## config.mk

```make
export PLATFORM = sky130hd
export DESIGN_NAME = ebus_diag_master
export DESIGN_NICKNAME = d
export VERILOG_FILES = /design/src/rtl/ebus_diag_pkg.sv /design/src/rtl/ebus_diag_master.sv
export SDC_FILE = /design/constraint.sdc
export NUM_CORES = 1
export LEC_CHECK = 0
export CORE_MARGIN = 2
export CORE_UTILIZATION = 44
export CTS_BUF_LIST = sky130_fd_sc_hd__clkbuf_8
export DETAILED_ROUTE_END_ITERATION = 8
export GPL_ROUTABILITY_DRIVEN = 0
export HOLD_SLACK_MARGIN = 0.12
export MAX_ROUTING_LAYER = met4
export PLACE_DENSITY = 0.87
export RECOVER_POWER = 100
export SLEW_MARGIN = 40
export SYNTH_ARGS = -nofsm -noshare
export SYNTH_HDL_FRONTEND = slang
export SYNTH_SLANG_ARGS = --single-unit
```

## constraint.sdc

```tcl
create_clock -name clk -period 3.4 [get_ports clk]
set_clock_uncertainty 0.2 [all_clocks]
set_input_delay 0.51 -clock clk [delete_from_list [all_inputs] [get_ports clk]]
set_output_delay 0.51 -clock clk [all_outputs]
set_load 0.01 [all_outputs]
```

## src/rtl/ebus_diag_pkg.sv

```systemverilog
// Shared types and EBUS diagnostic function codes for the console-side diag master.
package ebus_diag_pkg;

    typedef enum logic [2:0] {
        IDLE   = 3'd0,
        SETUP  = 3'd1,
        STROBE = 3'd2,
        HOLD   = 3'd3,
        RESP   = 3'd4
    } diag_state_e;

    localparam logic [0:6] DIAG_CLR_RUN       = 7'o010;
    localparam logic [0:6] DIAG_SET_RUN       = 7'o011;
    localparam logic [0:6] DIAG_CONTINUE      = 7'o012;
    localparam logic [0:6] DIAG_IR_STROBE     = 7'o014;
    localparam logic [0:6] DIAG_DRAM_STROBE   = 7'o015;
    localparam logic [0:6] DIAG_READ_CON_BASE = 7'o130;

endpackage

```

## src/rtl/ebus_diag_master.sv

```systemverilog
// EBUS diagnostic initiator: sequences SETUP -> STROBE -> HOLD -> RESP per request.
// Optional read parity checking is enabled with `define EBUS_DIAG_PARITY_CHECK_EN.
module ebus_diag_master
    import ebus_diag_pkg::*;
#(
    parameter int SETUP_CYC  = 2,
    parameter int STROBE_CYC = 2
) (
    input  logic        clk,
    input  logic        RESET_n,
    input  logic        req_valid,
    output logic        req_ready,
    input  logic [0:6]  req_func,
    input  logic [0:35] req_wdata,
    output logic        rsp_valid,
    input  logic        rsp_ready,
    output logic [0:35] rsp_rdata,
    output logic        rsp_perr,
    output logic [0:6]  EBUS_ds,
    output logic        EBUS_diagStrobe,
    output logic        EBUS_driving,
    output logic [0:35] EBUS_data_out,
    input  logic [0:35] EBUS_data_in,
    input  logic        EBUS_parity_in
);

    localparam logic [3:0] SETUP_LOAD  = 4'(SETUP_CYC - 1);
    localparam logic [3:0] STROBE_LOAD = 4'(STROBE_CYC - 1);

    a_setup_cyc_legal: assert property (@(posedge clk) (SETUP_CYC >= 1) && (SETUP_CYC <= 15));
    a_strobe_cyc_legal: assert property (@(posedge clk) (STROBE_CYC >= 1) && (STROBE_CYC <= 15));

    diag_state_e r_state;
    diag_state_e w_next_state;
    logic [3:0]  r_cnt;
    logic [3:0]  w_cnt_next;
    logic        w_accept;
    logic        w_capture;
    logic        w_bus_next;

    logic        r_req_ready;
    logic        r_rsp_valid;
    logic [0:35] r_rdata;
    logic [0:6]  r_ds;
    logic        r_strobe;
    logic        r_driving;
    logic [0:35] r_data_out;
    logic        r_is_read;

    // NOTE: state is updated with non-blocking assignments so every flop samples pre-edge values.
    always_ff @(posedge clk) begin
        if (!RESET_n) begin
            r_state <= IDLE;
            r_cnt   <= '0;
        end else begin
            r_state <= w_next_state;
            r_cnt   <= w_cnt_next;
        end
    end

    // NOTE: every combinational output gets a default first, so no path can infer a latch.
    always_comb begin
        w_next_state = r_state;
        w_cnt_next   = r_cnt;
        w_accept     = 1'b0;
        w_capture    = 1'b0;
        case (r_state)
            IDLE: begin
                if (req_valid) begin
                    w_accept     = 1'b1;
                    w_next_state = SETUP;
                    w_cnt_next   = SETUP_LOAD;
                end
            end
            SETUP: begin
                if (r_cnt == 4'd0) begin
                    w_next_state = STROBE;
                    w_cnt_next   = STROBE_LOAD;
                end else begin
                    w_cnt_next = r_cnt - 4'd1;
                end
            end
            STROBE: begin
                if (r_cnt == 4'd0) begin
                    w_next_state = HOLD;
                    w_capture    = 1'b1;
                end else begin
                    w_cnt_next = r_cnt - 4'd1;
                end
            end
            HOLD:    w_next_state = RESP;
            RESP:    if (rsp_ready) w_next_state = IDLE;
            default: w_next_state = IDLE;
        endcase
    end

    assign w_bus_next = (w_next_state == SETUP) || (w_next_state == STROBE) ||
                        (w_next_state == HOLD);

    // Outputs are registered from the next state, so they line up with the state they belong to.
    always_ff @(posedge clk) begin
        if (!RESET_n) begin
            r_req_ready <= 1'b1;
            r_rsp_valid <= 1'b0;
            r_rdata     <= '0;
            r_ds        <= '0;
            r_strobe    <= 1'b0;
            r_driving   <= 1'b0;
            r_data_out  <= '0;
            r_is_read   <= 1'b0;
        end else begin
            r_req_ready <= (w_next_state == IDLE);
            r_rsp_valid <= (w_next_state == RESP);
            r_strobe    <= (w_next_state == STROBE);
            if (w_accept) begin
                r_ds       <= req_func;
                r_is_read  <= req_func[0];
                r_driving  <= ~req_func[0];
                r_data_out <= req_func[0] ? '0 : req_wdata;
                r_rdata    <= '0;
            end else if (!w_bus_next) begin
                r_ds       <= '0;
                r_driving  <= 1'b0;
                r_data_out <= '0;
            end
            if (w_capture && r_is_read) begin
                r_rdata <= EBUS_data_in;
            end
        end
    end

`ifdef EBUS_DIAG_PARITY_CHECK_EN
    logic r_perr;

    // Odd parity over the 36 data bits plus the parity bit is the good case.
    always_ff @(posedge clk) begin
        if (!RESET_n) begin
            r_perr <= 1'b0;
        end else if (w_accept) begin
            r_perr <= 1'b0;
        end else if (w_capture && r_is_read) begin
            r_perr <= ~(^EBUS_data_in ^ EBUS_parity_in);
        end
    end

    assign rsp_perr = r_perr;
`else
    logic w_unused_parity;
    assign w_unused_parity = EBUS_parity_in;
    assign rsp_perr        = 1'b0;
`endif

    assign req_ready       = r_req_ready;
    assign rsp_valid       = r_rsp_valid;
    assign rsp_rdata       = r_rdata;
    assign EBUS_ds         = r_ds;
    assign EBUS_diagStrobe = r_strobe;
    assign EBUS_driving    = r_driving;
    assign EBUS_data_out   = r_data_out;

endmodule

```

; Yosys cells after proc, flatten, opt, wreduce, memory -nomap -nowiden
; Index checks and enable logic that the tools add are counted.
[word_totals]
reg_bits = 91
out_inout_bits = 84
[op_classes]
add_sub_neg = 1
n_eq_ne = 11
muxes = 22
bitwise_logic = 1
n_reduce_logical = 9
[op_table]
columns = op, count
row1 = 36-bit two-way mux, 5
row2 = 3-bit one-hot mux with 5 select lines, 1
row3 = 7-bit two-way mux, 2
row4 = 3-bit by 2-bit == test with 1-bit output (second input constant), 4
row5 = 3-bit two-way mux, 4
row6 = 4-bit two-way mux, 3
row7 = 4-bit one-hot mux with 3 select lines, 1
row8 = 3-bit by 1-bit == test with 1-bit output (second input constant), 2
row9 = 3-bit == test (second input constant), 2
row10 = 3-bit zero test, 2
row11 = 1-bit two-way mux, 6
row12 = 2-bit inequality test (second input constant), 3
row13 = 4-bit zero test, 1
row14 = 4-bit by 1-bit subtractor with 4-bit output (second input constant), 1
row15 = 3-bit AND reduction, 1
row16 = 3-bit nonzero test, 1
row17 = 1-bit logical OR, 2
row18 = 2-bit nonzero test, 1
row19 = 1-bit logical AND, 1
row20 = 1-bit NOT, 1

; Depth between registers and ports, before layout
[logic_depth]
depth_word = 8
ltp_mapped = 8
ltp_nobuf = 6

; Least setup slack after synthesis
; No wires, ideal clock.
[synth_path]
kind = reg-to-reg
startpoint = register r_cnt[0]
endpoint = register r_rdata (netlist bit rsp_rdata[18])
setup_ns = 0.131
arrival_time_ns = 1.467
t_required_ns = 3.069
slack_ns = 1.602
path_stages_with_launch = 8
n_path_buf = 1
synth_period_minus_slack_ns = 1.798
cell_sequence = dfxtp_1 > inv_1 > ha_1 > nor3b_4 > nand3_2 > clkbuf_1 > nand3_1 > a21oi_2
[synth_via]
elab_chain_cells = 5
[synth_lines]
columns = item, line_no
row1 = "start, declared", ebus_diag_master.sv:35  ; logic [3:0] r_cnt;
row2 = "start signal, assigned", ebus_diag_master.sv:57  ; r_cnt <= w_cnt_next;
row3 = 4-bit zero test *, ebus_diag_master.sv:84  ; if (r_cnt == 4'd0) begin
row4 = 1-bit two-way mux *, ebus_diag_master.sv:84
row5 = 1-bit two-way mux *, ebus_diag_master.sv:67  ; case (r_state)
row6 = 1-bit logical AND *, ebus_diag_master.sv:126  ; if (w_capture && r_is_read) begin
row7 = 36-bit two-way mux or 2-bit nonzero test (tied branches), --
row8 = "end signal, assigned", ebus_diag_master.sv:127  ; r_rdata <= EBUS_data_in;
row9 = "end, declared", ebus_diag_master.sv:43  ; logic [0:35] r_rdata;
; Mark *: on every way between the ends. The rest lies on a longest branch, timed or not.
; A chain may end at the register's enable or synchronous reset.

; Worst setup path in the final report
[layout_path]
startpoint = input port RESET_n
endpoint = register r_rdata (netlist bit rsp_rdata[15])
[layout_rtl]
columns = item, line_no
row1 = "start, declared", ebus_diag_master.sv:10  ; input logic RESET_n,
; No word-level cell between the ends.

==> out/results.ini <==
[placed_design]
portBuffers=165
place_ws_ps=927.1
placed_cells=568
dp_hpwl_um=6134

[cts]
cts_buffers=9
cts_root_buf=clkbuf_8
cts-resized-gates=0
cts_tree=yes
ctsLongestPathBuffers=2
cts.sinks=91
postCtsHoldBufs=0
clk_latency_ps=340
path_clk_slew_ps=80
post-cts-setup-buffers=0
cts_max_level=3

[flow_run]
max_cap_violations=1

[grt]
antenna_found_initial=0
grt_pass1_wl_um=14430
grt_pass1_vias=2964
grt_max_degree=45
grt.overflow.total=0
grt_usage_pct=22.51

[sta]
grt_setup_unrepaired=no
slew_violations=41
setup_viol=0
slew_headroom_pct=-16.72
worst_pin_slew_ps=1751
fin_crit_ps=2677
fin_crit_sh_pct=78.74
hold_ws_ps=264.7
layout_setup_ws_ps=723.0
fmax_mhz=373.5
setup-tns-final_ps=0
finalHoldViolCount=0

[route]
vias_per_cell=5.152
drc=0
drtIter0Drc=144
num_vias=3009
firstDrtPassIters=5
wl_per_cell_um=14.83
ant_nets=0
wl_um=8658

[final_layout]
syn_to_final_growth_pct=56.12
final_nets=566
drive_above_1_share_pct=5.361
fin_cells=584
layout_commonest_cell=dfxtp_1
fill_cells=541
antennaDiodeCount=0
final_cell_mix=dfxtp_1, dlygate4sd3_1, clkdlybuf4s50_1

[logic_synthesis]
synth.avg_cell_area_um2=10.10
netlist_area_um2=3302
synth.area.mux_share_pct=0.3031
synth-simple-area-share_pct=16.45
async_reset_ff_share_pct=0
synth_cell_types=40
postSynthCellCount=327
synth_flop_cell=dfxtp_1
synth-compound-area-share_pct=20.27
synth.ff_latch_count=91
synthAdderAreaFrac_pct=0.7579
synth_top_area_cell=dfxtp_1
syn_nets=413
synth_edf_count=0
synth_top_family_by_area=compound AO/OA/AOI/OAI gates
ys_warn_count=0
synth_top_area_share_pct=55.17
synth_area_leaders=dfxtp_1, a22o_1, a21oi_1, nand3_1, nand2_1
synth_seq_area_share_pct=55.17
synth_xor_area_share_pct=0.2653

[run_status]
status=complete, but fails checks
violations=capacitance limit, slew limit

[setup_path]
cp.required_ps=3330
crit_type=in -> reg
arrival_ps=2610
endpoint_kind=register
cp_max_fo=40
start_kind=input pin

[die]
initial_utilization_pct=45.52
die_h_um=90.63
io_pins=168
die_area_um2=8213
num_rows=31
die_x_um=90.63
core_um2=7253

[power]
peakVddDrop_mv=0.2740
leakage_nw=2.147
total_power_w=0.002769
power.density_nw_per_um2=537.2

[hold_path]
hp-class=reg -> reg

[layout make-up]
type | instances | area, µm² | area share (%)
clock inverters | 6 | 105.1 | 2.039
clock buffers | 10 | 137.6 | 2.670
inverters | 4 | 15.01 | 0.2913
well taps | 99 | 123.9 | 2.403
flip-flops and latches | 91 | 1822 | 35.34
repair buffers | 169 | 1675 | 32.50
multi-input cells | 205 | 1276 | 24.76
[cell families (layout without fill, tap and decap cells)]
family	after synthesis	after routing
AND/OR/NAND/NOR	108	108
AO/OA/AOI/OAI	92	92
flip-flops	91	91
buffers and inverters	31	189
adder cells (fa/ha/maj)	2	2
other	1	1
XOR/XNOR	1	1
multiplexers	1	1
[worst max-delay path: stages]
cell,delay (ps)
dlygate4sd3_1,590
inv_1,90
clkbuf_1,1260
a21oi_1,140
[per-stage QoR]
| stage | area [µm²] | util (%) |
|---|---|---|
| floorplan | 3302 | - |
| CTS | 5165 | 71.21 |
| detailed placement | 4922 | 67.86 |
| global placement | 4922 | 67.86 |
| finish | 5155 | 71.07 |
| global route | 5155 | 71.07 |
[sequential cells by signal, indices dropped and copies added (netlist names)]
signal / flops
rsp_valid: 1
r_cnt: 4
EBUS_ds: 7
EBUS_diagStrobe: 1
EBUS_driving: 1
EBUS_data_out: 36
rsp_rdata: 36
req_ready: 1
r_is_read: 1
r_state: 3
[synthesized netlist by cell type (2+ instances only)]
master,n
buf_6,4
or2_2,2
clkbuf_1,8
nand2b_1,3
a22o_1,43
nand3b_1,3
buf_4,4
inv_1,4
nand2_1,46
nand3_1,36
a21oi_1,40
nor3_1,3
buf_2,8
ha_1,2
dfxtp_1,91
nor2_1,4
buf_12,3
[report_power, final]
group          leakage (nW)  total [W]  switching (W)  internal (W)
Clock                 0.125   0.000857       0.000354      0.000504
Sequential            0.738    0.00124      0.0000806       0.00116
Combinational          1.28   0.000671       0.000352      0.000319
[path summary, 6_finish.rpt]
path,slack [ps],end,startpoint,cells after the start
worst max register to register,930,rsp_rdata[15],r_cnt[0],6
worst min-delay path,260,rsp_rdata[19],rsp_rdata[19],2
worst min register to register,260,rsp_rdata[19],rsp_rdata[19],2
worst max-delay path,720,rsp_rdata[15],RESET_n,4
[layer usage]
metal | vias to the layer above | share of wire, % | wire length (µm) | global-route usage (%)
li1 | 1466 | - | - | -
met1 | 1386 | 46 | 3944 | 29.09
met2 | 149 | 46 | 3950 | 34.20
met3 | 8 | 7.8 | 673 | 5.008
met4 | 0 | 1.0 | 90 | 9.359
met5 | - | 0 | 0 | -
No activity file was read; power rests on OpenSTA's default activity.
